`src/rtl/regfile_pkg.sv`:
```
// Shared types and constants for the register-file writeback path.
//   state_t    : write-port owner phase (zero-fill, then arbitrated run)
//   REG_*      : default register-file geometry
//   X0_ADDR    : hard-wired zero register, never written in RUN
package regfile_pkg;

  typedef enum logic {
    INIT = 1'b0,
    RUN  = 1'b1
  } state_t;

  localparam int REG_ADDR_W = 5;
  localparam int REG_DATA_W = 32;
  localparam int NUM_REGS   = 32;
  localparam int X0_ADDR    = 0;

endpackage

```
`src/rtl/regfile_wb_arbiter_rr_arb2.sv`:
```
// 2-way round-robin arbiter.
//   clk, rst   : clock, async active-high reset
//   valid[1:0] : request lines
//   accept     : the granted request was taken this cycle
//   grant[1:0] : one-hot grant (combinational), all-zero when idle
// rr_ptr names the requester that wins the next tie; it moves past the
// winner only on an accept, so a stalled grant keeps its priority.
module rr_arb2 (
  input  logic       clk,
  input  logic       rst,
  input  logic [1:0] valid,
  input  logic       accept,
  output logic [1:0] grant
);

  logic rr_ptr_q, rr_ptr_d;

  always_comb begin
    grant = 2'b00;
    case (valid)
      2'b01:   grant = 2'b01;
      2'b10:   grant = 2'b10;
      2'b11:   grant = rr_ptr_q ? 2'b10 : 2'b01;
      default: grant = 2'b00;
    endcase
  end

  // Winner 0 hands priority to 1 and vice versa.
  always_comb begin
    rr_ptr_d = rr_ptr_q;
    if (accept) rr_ptr_d = grant[0];
  end

  always_ff @(posedge clk or posedge rst) begin
    if (rst) rr_ptr_q <= 1'b0;
    else     rr_ptr_q <= rr_ptr_d;
  end

endmodule

```
`src/rtl/regfile_wb_arbiter.sv`:
```
// Register-file write-port owner.
// After reset it zero-fills every entry (when INIT_EN), then shares the
// single write port between the ALU (req0) and load (req1) writeback paths.
//   clk, rst                 : clock, async active-high reset
//   reqN_valid/ready         : writeback handshake, taken on valid&ready
//   reqN_addr/data           : destination rd and value
//   we3/addr3/wd3            : registered register-file write port
//   init_done                : zero-fill complete (sticky until reset)
module regfile_wb_arbiter
  import regfile_pkg::*;
#(
  parameter int ADDRESS_WIDTH = REG_ADDR_W,
  parameter int DATA_WIDTH    = REG_DATA_W,
  parameter bit INIT_EN       = 1'b1
) (
  input  logic                     clk,
  input  logic                     rst,
  input  logic                     req0_valid,
  output logic                     req0_ready,
  input  logic [ADDRESS_WIDTH-1:0] req0_addr,
  input  logic [DATA_WIDTH-1:0]    req0_data,
  input  logic                     req1_valid,
  output logic                     req1_ready,
  input  logic [ADDRESS_WIDTH-1:0] req1_addr,
  input  logic [DATA_WIDTH-1:0]    req1_data,
  output logic                     we3,
  output logic [ADDRESS_WIDTH-1:0] addr3,
  output logic [DATA_WIDTH-1:0]    wd3,
  output logic                     init_done
);

  // One past the last entry; the extra counter bit flags fill completion.
  localparam logic [ADDRESS_WIDTH:0] FILL_END = {1'b1, {ADDRESS_WIDTH{1'b0}}};
  localparam logic [ADDRESS_WIDTH-1:0] X0 = ADDRESS_WIDTH'(X0_ADDR);
  localparam state_t RST_STATE = INIT_EN ? INIT : RUN;

  state_t                   state_q, state_d;
  logic [ADDRESS_WIDTH:0]   cnt_q, cnt_d;
  logic                     we3_q, we3_d;
  logic [ADDRESS_WIDTH-1:0] addr3_q, addr3_d;
  logic [DATA_WIDTH-1:0]    wd3_q, wd3_d;
  logic                     init_done_q, init_done_d;

  logic [1:0]               valid, grant, ready;
  logic                     run, accept;
  logic [ADDRESS_WIDTH-1:0] sel_addr;
  logic [DATA_WIDTH-1:0]    sel_data;

  // rst gates ready directly so a RUN reset state cannot leak a handshake
  // while reset is still asserted.
  assign run    = (state_q == RUN) & ~rst;
  assign valid  = {req1_valid, req0_valid};
  assign ready  = grant & {2{run}};
  assign accept = |(valid & ready);

  assign req0_ready = ready[0];
  assign req1_ready = ready[1];

  assign sel_addr = grant[1] ? req1_addr : req0_addr;
  assign sel_data = grant[1] ? req1_data : req0_data;

  rr_arb2 u_arb (
    .clk    (clk),
    .rst    (rst),
    .valid  (valid),
    .accept (accept),
    .grant  (grant)
  );

  always_comb begin
    state_d     = state_q;
    cnt_d       = cnt_q;
    we3_d       = 1'b0;
    addr3_d     = addr3_q;
    wd3_d       = wd3_q;
    init_done_d = init_done_q;
    if (state_q == INIT) begin
      if (cnt_q == FILL_END) begin
        state_d     = RUN;
        init_done_d = 1'b1;
      end else begin
        we3_d   = 1'b1;
        addr3_d = cnt_q[ADDRESS_WIDTH-1:0];
        wd3_d   = '0;
        cnt_d   = cnt_q + 1'b1;
      end
    end else begin
      init_done_d = 1'b1;
      // x0 still handshakes but is dropped; addr3/wd3 keep the last write.
      if (accept && sel_addr != X0) begin
        we3_d   = 1'b1;
        addr3_d = sel_addr;
        wd3_d   = sel_data;
      end
    end
  end

  always_ff @(posedge clk or posedge rst) begin
    if (rst) begin
      state_q     <= RST_STATE;
      cnt_q       <= '0;
      we3_q       <= 1'b0;
      addr3_q     <= '0;
      wd3_q       <= '0;
      init_done_q <= 1'b0;
    end else begin
      state_q     <= state_d;
      cnt_q       <= cnt_d;
      we3_q       <= we3_d;
      addr3_q     <= addr3_d;
      wd3_q       <= wd3_d;
      init_done_q <= init_done_d;
    end
  end

  assign we3       = we3_q;
  assign addr3     = addr3_q;
  assign wd3       = wd3_q;
  assign init_done = init_done_q;

endmodule

```
`config.mk`:
```
export PLATFORM = sky130hd
export DESIGN_NAME = regfile_wb_arbiter
export DESIGN_NICKNAME = d
export VERILOG_FILES = /design/src/rtl/regfile_pkg.sv /design/src/rtl/regfile_wb_arbiter_rr_arb2.sv /design/src/rtl/regfile_wb_arbiter.sv
export SDC_FILE = /design/constraint.sdc
export NUM_CORES = 1
export LEC_CHECK = 0
export BUFFER_PORTS_ARGS = -buffer_cell sky130_fd_sc_hd__buf_4
export CAP_MARGIN = 0
export CORE_UTILIZATION = 50
export DETAILED_ROUTE_END_ITERATION = 16
export GPL_TIMING_DRIVEN = 0
export PLACE_DENSITY = 0.85
export SETUP_SLACK_MARGIN = 0.4
export SYNTH_ARGS = -nofsm -noshare
export SYNTH_HDL_FRONTEND = slang
export SYNTH_SLANG_ARGS = --single-unit
```
`constraint.sdc`:
```
create_clock -name clk -period 3.7 [get_ports clk]
set_input_delay 0.185 -clock clk [delete_from_list [all_inputs] [get_ports clk]]
set_output_delay 0.185 -clock clk [all_outputs]
set_load 0.02 [all_outputs]
```
* After elaboration in Yosys (flattened, before gate mapping)
Cells that the tools add are included.
** Storage, ports and cells
- Register bits after elaboration :: 47
- Input port bits :: 78
- Logic and storage cells :: 43
- Output and inout bits :: 41
** Operators by class
- Equality and inequality tests :: 6
- Add/subtract/negate cells :: 1
- Bitwise logic cells :: 6
- Mux-type cells :: 17
- Reduce and logical (&&, ||, !) cells :: 6
** Operators with widths (number)
- 2-to-1 mux 32 bit :: 4
- 2-to-1 mux 5 bit :: 4
- 2-to-1 mux 1 bit :: 7
- adder 6 x 1 -> 6 bit (second input constant) :: 1
- equality test 6 bit (second input constant) :: 1
- case mux 2 bit (3 select lines) :: 1
- nonzero test 5 bit :: 1
- AND 2 bit :: 2
- equality test 2 bit (second input constant) :: 2
- AND reduction 2 bit :: 2
- NOT 1 bit :: 3
- equality test 2 x 1 -> 1 bit (second input constant) :: 1
- 2-to-1 mux 2 bit :: 1
- inequality test 2 x 1 -> 1 bit (second input constant) :: 1
- inequality test 2 bit (second input constant) :: 1
- nonzero test 2 bit :: 1
- OR reduction 2 bit :: 1
- AND 1 bit :: 1
- logical AND 1 bit :: 1

* Longest topological paths before layout
- Depth after elaboration :: 8
- Gate-level depth with buffers :: 8

* Hierarchy
From an unflattened synthesis, not the netlist that was laid out.
** Unflattened totals
- Cells, all modules :: 214
- Area, all modules :: 2438.6 um2
** Modules (own cells, without submodules)
- regfile_wb_arbiter :: seq. area each 1151.1 um2, cells an instance 208, area an instance 2372.3 um2, times used 1
- rr_arb2 :: seq. area each 25.0 um2, cells an instance 6, area an instance 66.3 um2, times used 1

* Least setup slack after synthesis
OpenSTA, ideal clock, no wires.
- Path kind :: reg2reg
- Start :: register cnt_q[0]
- End :: register addr3_q[0], in the netlist addr3[0]
- Arrival time :: 1532 ps
- Period minus slack after synthesis :: 1660 ps
- Buffers on the path :: 0
- Stages on the path, launching flop included :: 7
- Setup slack :: 2040 ps
- Required time :: 3572 ps
- Cell sequence :: dfrtp_1 inv_1 ha_1 nor2b_1 a31oi_4 a31oi_4 mux2_1
** On the way
- Cells in the longest elaborated chain, start to end :: 3
- Elaborated cells on any way between the ends :: 5
- Those cells by class :: 2 x eq/ne; 2 x mux; 1 x reduce/logical
** Ends and longest elaborated chain
- from (decl) :: RTL line regfile_wb_arbiter.sv:38 : logic [ADDRESS_WIDTH:0] cnt_q, cnt_d;
- from (signal assigned) :: RTL line regfile_wb_arbiter.sv:108 : cnt_q <= cnt_d;
- equality test 6 bit :: RTL line regfile_wb_arbiter.sv:78 : if (cnt_q == FILL_END) begin
- inequality test 2 bit (no source line)
- AND reduction 2 bit (no source line)
- to (signal assigned) :: RTL line regfile_wb_arbiter.sv:110 : addr3_q <= addr3_d;
- to (decl) :: RTL line regfile_wb_arbiter.sv:40 : logic [ADDRESS_WIDTH-1:0] addr3_q, addr3_d;
Parallel ways exist; a longest one is shown, timed or not. The select of a mux whose other input is x is not followed.
A chain may end at the register's enable or synchronous reset.

* Worst setup path in the final report
- Start :: register cnt_q[0]
- End :: register wd3_q[5], in the netlist wd3[5]
** On the way
- Cells in the longest elaborated chain, start to end :: 3
** Ends and longest elaborated chain
- equality test 6 bit :: RTL line regfile_wb_arbiter.sv:78
- inequality test 2 bit (no source line)
- AND reduction 2 bit (no source line)
- to (signal assigned) :: RTL line regfile_wb_arbiter.sv:111 : wd3_q <= wd3_d;
- to (decl) :: RTL line regfile_wb_arbiter.sv:41 : logic [DATA_WIDTH-1:0] wd3_q, wd3_d;
No other way between the ends.

==> results.md <==
* Status: completed
* Yosys warns at 0
* Final ANT Viol Nets at 0
* Post-place instance area at 3502 um^2
* Place WS at roughly 1.7 ns
* Data arrival time of the worst path at 2.21 ns
* Setup CP Type: reg2reg
* H-tree depth at 2
* Period minus WS final at between 1.5 and 2 ns
* Total chip power at 1.438 mW
* R2R depth at 8
* Final cell count without fillers at 419
* Num rows at 25
* Async SR Flop Fraction at 100.0%
* Post-DP HPWL at 4608 um
* Cell count after synthesis at 224
* Peak supply drop at ~0.26 mV
* Fin nets at 431
* Share of the clock period used by the worst path after layout at 53.79%
* DR iter-0 viols at 110
* Routed via count at 2138
* Setup Skew at 0.008867 ns
* Critical Path Source Type: flip-flop
* Sequential fraction of the synthesis area at 46.81%
* Worst-path clk slew at 0.09 ns
* Pleak at 1.900 nW
* EDFF count, synth at 0
* Main synth FF type: dfrtp_1
* Antenna violations before repair at 0
* Setup WS post-layout at 1.710 ns
* FMAX at 502.4 MHz
* Die width at between 70 and 80 um
* HP Class: in2reg
* DRT Pass-1 Iters at 4
* GPL Wtd Cong at between 0.7 and 0.8
* Netlist cell types at 29
* Io pins at 119
* Worst-Margin Slew at around 0.48 ns
* Post-Syn Area per Cell at 11.22 um^2
* Setup crit end: wd3[5]
* Die Area at 5312 um^2
* Cell Area, Synth at 2512 um^2
* Largest net degree at the start of global routing at 39
* Critical Path Fanout Max at 10
* Port bufs at between 100 and 150
* Maximum root-to-sink buffer count at 2
* Total GRT Usage at between 20% and 30%
* Share of layout cells above drive strength 1 at 40.91%
* Fin. Hold Viols at 0
* Worst R2R End: wd3[5]
* Syn_nets at 304
* Core Util, Final at 75.09%
* Crit path capture type: flip-flop
* Setup TNS at 0 ns
* Clock Sinks at 47
* Skew-Pair Late Insertion Delay at 0.29 ns
* Clk root buf: clkbuf_8
* Hold Slack at roughly 0.17 ns
* CTS tree: done
* Req. time, crit path at 3.92 ns
* Core area at 4786 um^2
* Final instance area at 3593 um^2
* Setup-failing EPs final at 0
* Power per Cell Area at 400.3 nW/um^2
* Die height at 72.89 um
* Inst Count DP at about 400
* Number of global-route vias before repair at roughly 2100
* Max transition margin at 68.08%
* Number of max-cap violations at 0
* Ant diodes at 0
* R2r startpoint: cnt_q[0]
* Routed wire length per instance at 14.05 um
* Post-Route WL at 5886 um
* Area Growth Syn to Fin at 43.03%
* Number of synthesized register bits at 47
* Starting Density at between 50 and 60%
* Fin. max-slew vios at 0
* Worst hold path cell count at 3
* # resized after CTS at 0
* Grt ovf at 0
* Post-DR vias/cell at 5.103
* Reg2reg setup slack at between 1.5 and 2 ns
* # DRC at 0
* Worst setup startpoint: cnt_q[0]
* RSZ-0062 raised after global routing: no
* Global-route wire length before repair at around 9400 um
* Num CTS Buffers at 5
power breakdown:
group	switching, mW	internal, mW
Combinational	0.257	0.250
Sequential	0.0448	0.593
Clock	0.161	0.133
logic make-up after synthesis:
| group | Yosys count | share of synthesized area, % |
|---|---|---|
| AOI/OAI and AO/OA | 19 | 5.777 |
| xor gates and xnor gates | 5 | 1.743 |
| adders and majority gates | 2 | 0.9959 |
| buffers and inverters | 19 | 5.029 |
| DFF | 47 | 46.81 |
| muxes | 69 | 27.74 |
| and+or+nand+nor | 63 | 11.90 |
cell usage after synthesis, drive strengths merged (2+ instances only):
library cell,count,share of area [%]
nand2,35,5.3
xnor2,5,1.7
ha,2,1.0
nand3,8,1.6
and3,2,0.50
clkbuf,3,0.45
a21oi,2,0.40
buf,10,3.7
nand2b,2,0.50
inv,6,0.90
mux2,5,2.2
a31oi,8,3.2
and2b,2,0.70
o21ai,7,1.4
nor2b,2,0.50
nor2,9,1.3
mux2i,64,25
nor3,2,0.60
dfrtp,47,47
layout make-up:
cell class                 count  area [um^2]
inverter                       6        22.52
fill                         380         1192
tap                           67        83.83
multi-input combinational    158         1210
clock inverter                 1        5.005
clock buffer                   7        76.32
buffer                        13        103.9
sequential                    47         1176
timing repair buffer         120        915.9
critical path: stages, from the launching register on:
cell and delay (ns):
dfrtp_1 0.44, inv_1 0.11, ha_1 0.14, nor2b_1 0.21, a31oi_4 0.19, inv_2 0.14
clkbuf_1 0.40, nand2_1 0.12, mux2i_1 0.15
state kept, by name, indices dropped and copies added, names as in the netlist:
register	cells
addr3	5
cnt_q	6
init_done	1
state_q	1
u_arb.rr_ptr_q	1
wd3	32
we3	1
worst min path at each step:
stage / from / to / slack, ns
global placement: init_done / init_done / 0.45
finish: req1_data[26] / wd3[26] / 0.17
global route: req1_data[17] / wd3[17] / 0.18
detailed placement: rst / wd3[29] / 0.14
CTS: req1_data[26] / wd3[26] / 0.17
floorplan: req0_valid / u_arb.rr_ptr_q / 0.37
routing by layer:
| metal | track usage [%] | vias to the layer above | wire length, um |
|---|---|---|---|
| li1 | - | 1027 | - |
| met3 | 6.768 | 5 | 446 |
| met2 | 41.12 | 83 | 3053 |
| met4 | 7.843 | 0 | 61 |
| met1 | 27.04 | 1023 | 2324 |
| met5 | 0 | - | 0 |
cells in the final DEF, fill, tap and decap left out, types with 6 or more instances in the layout:
cell type and instances:
a31oi_1 6, buf_4 118, dfrtp_1 47, mux2i_1 64
nand2_1 34, nand3_1 8, nor2_1 9, o21ai_0 7
what timing repair did:
action,in CTS,in global routing
buffers inserted,0,0
hold buffers,1,0
endpoints found under the hold margin,9,0
Power figures use the tool's default switching activity.
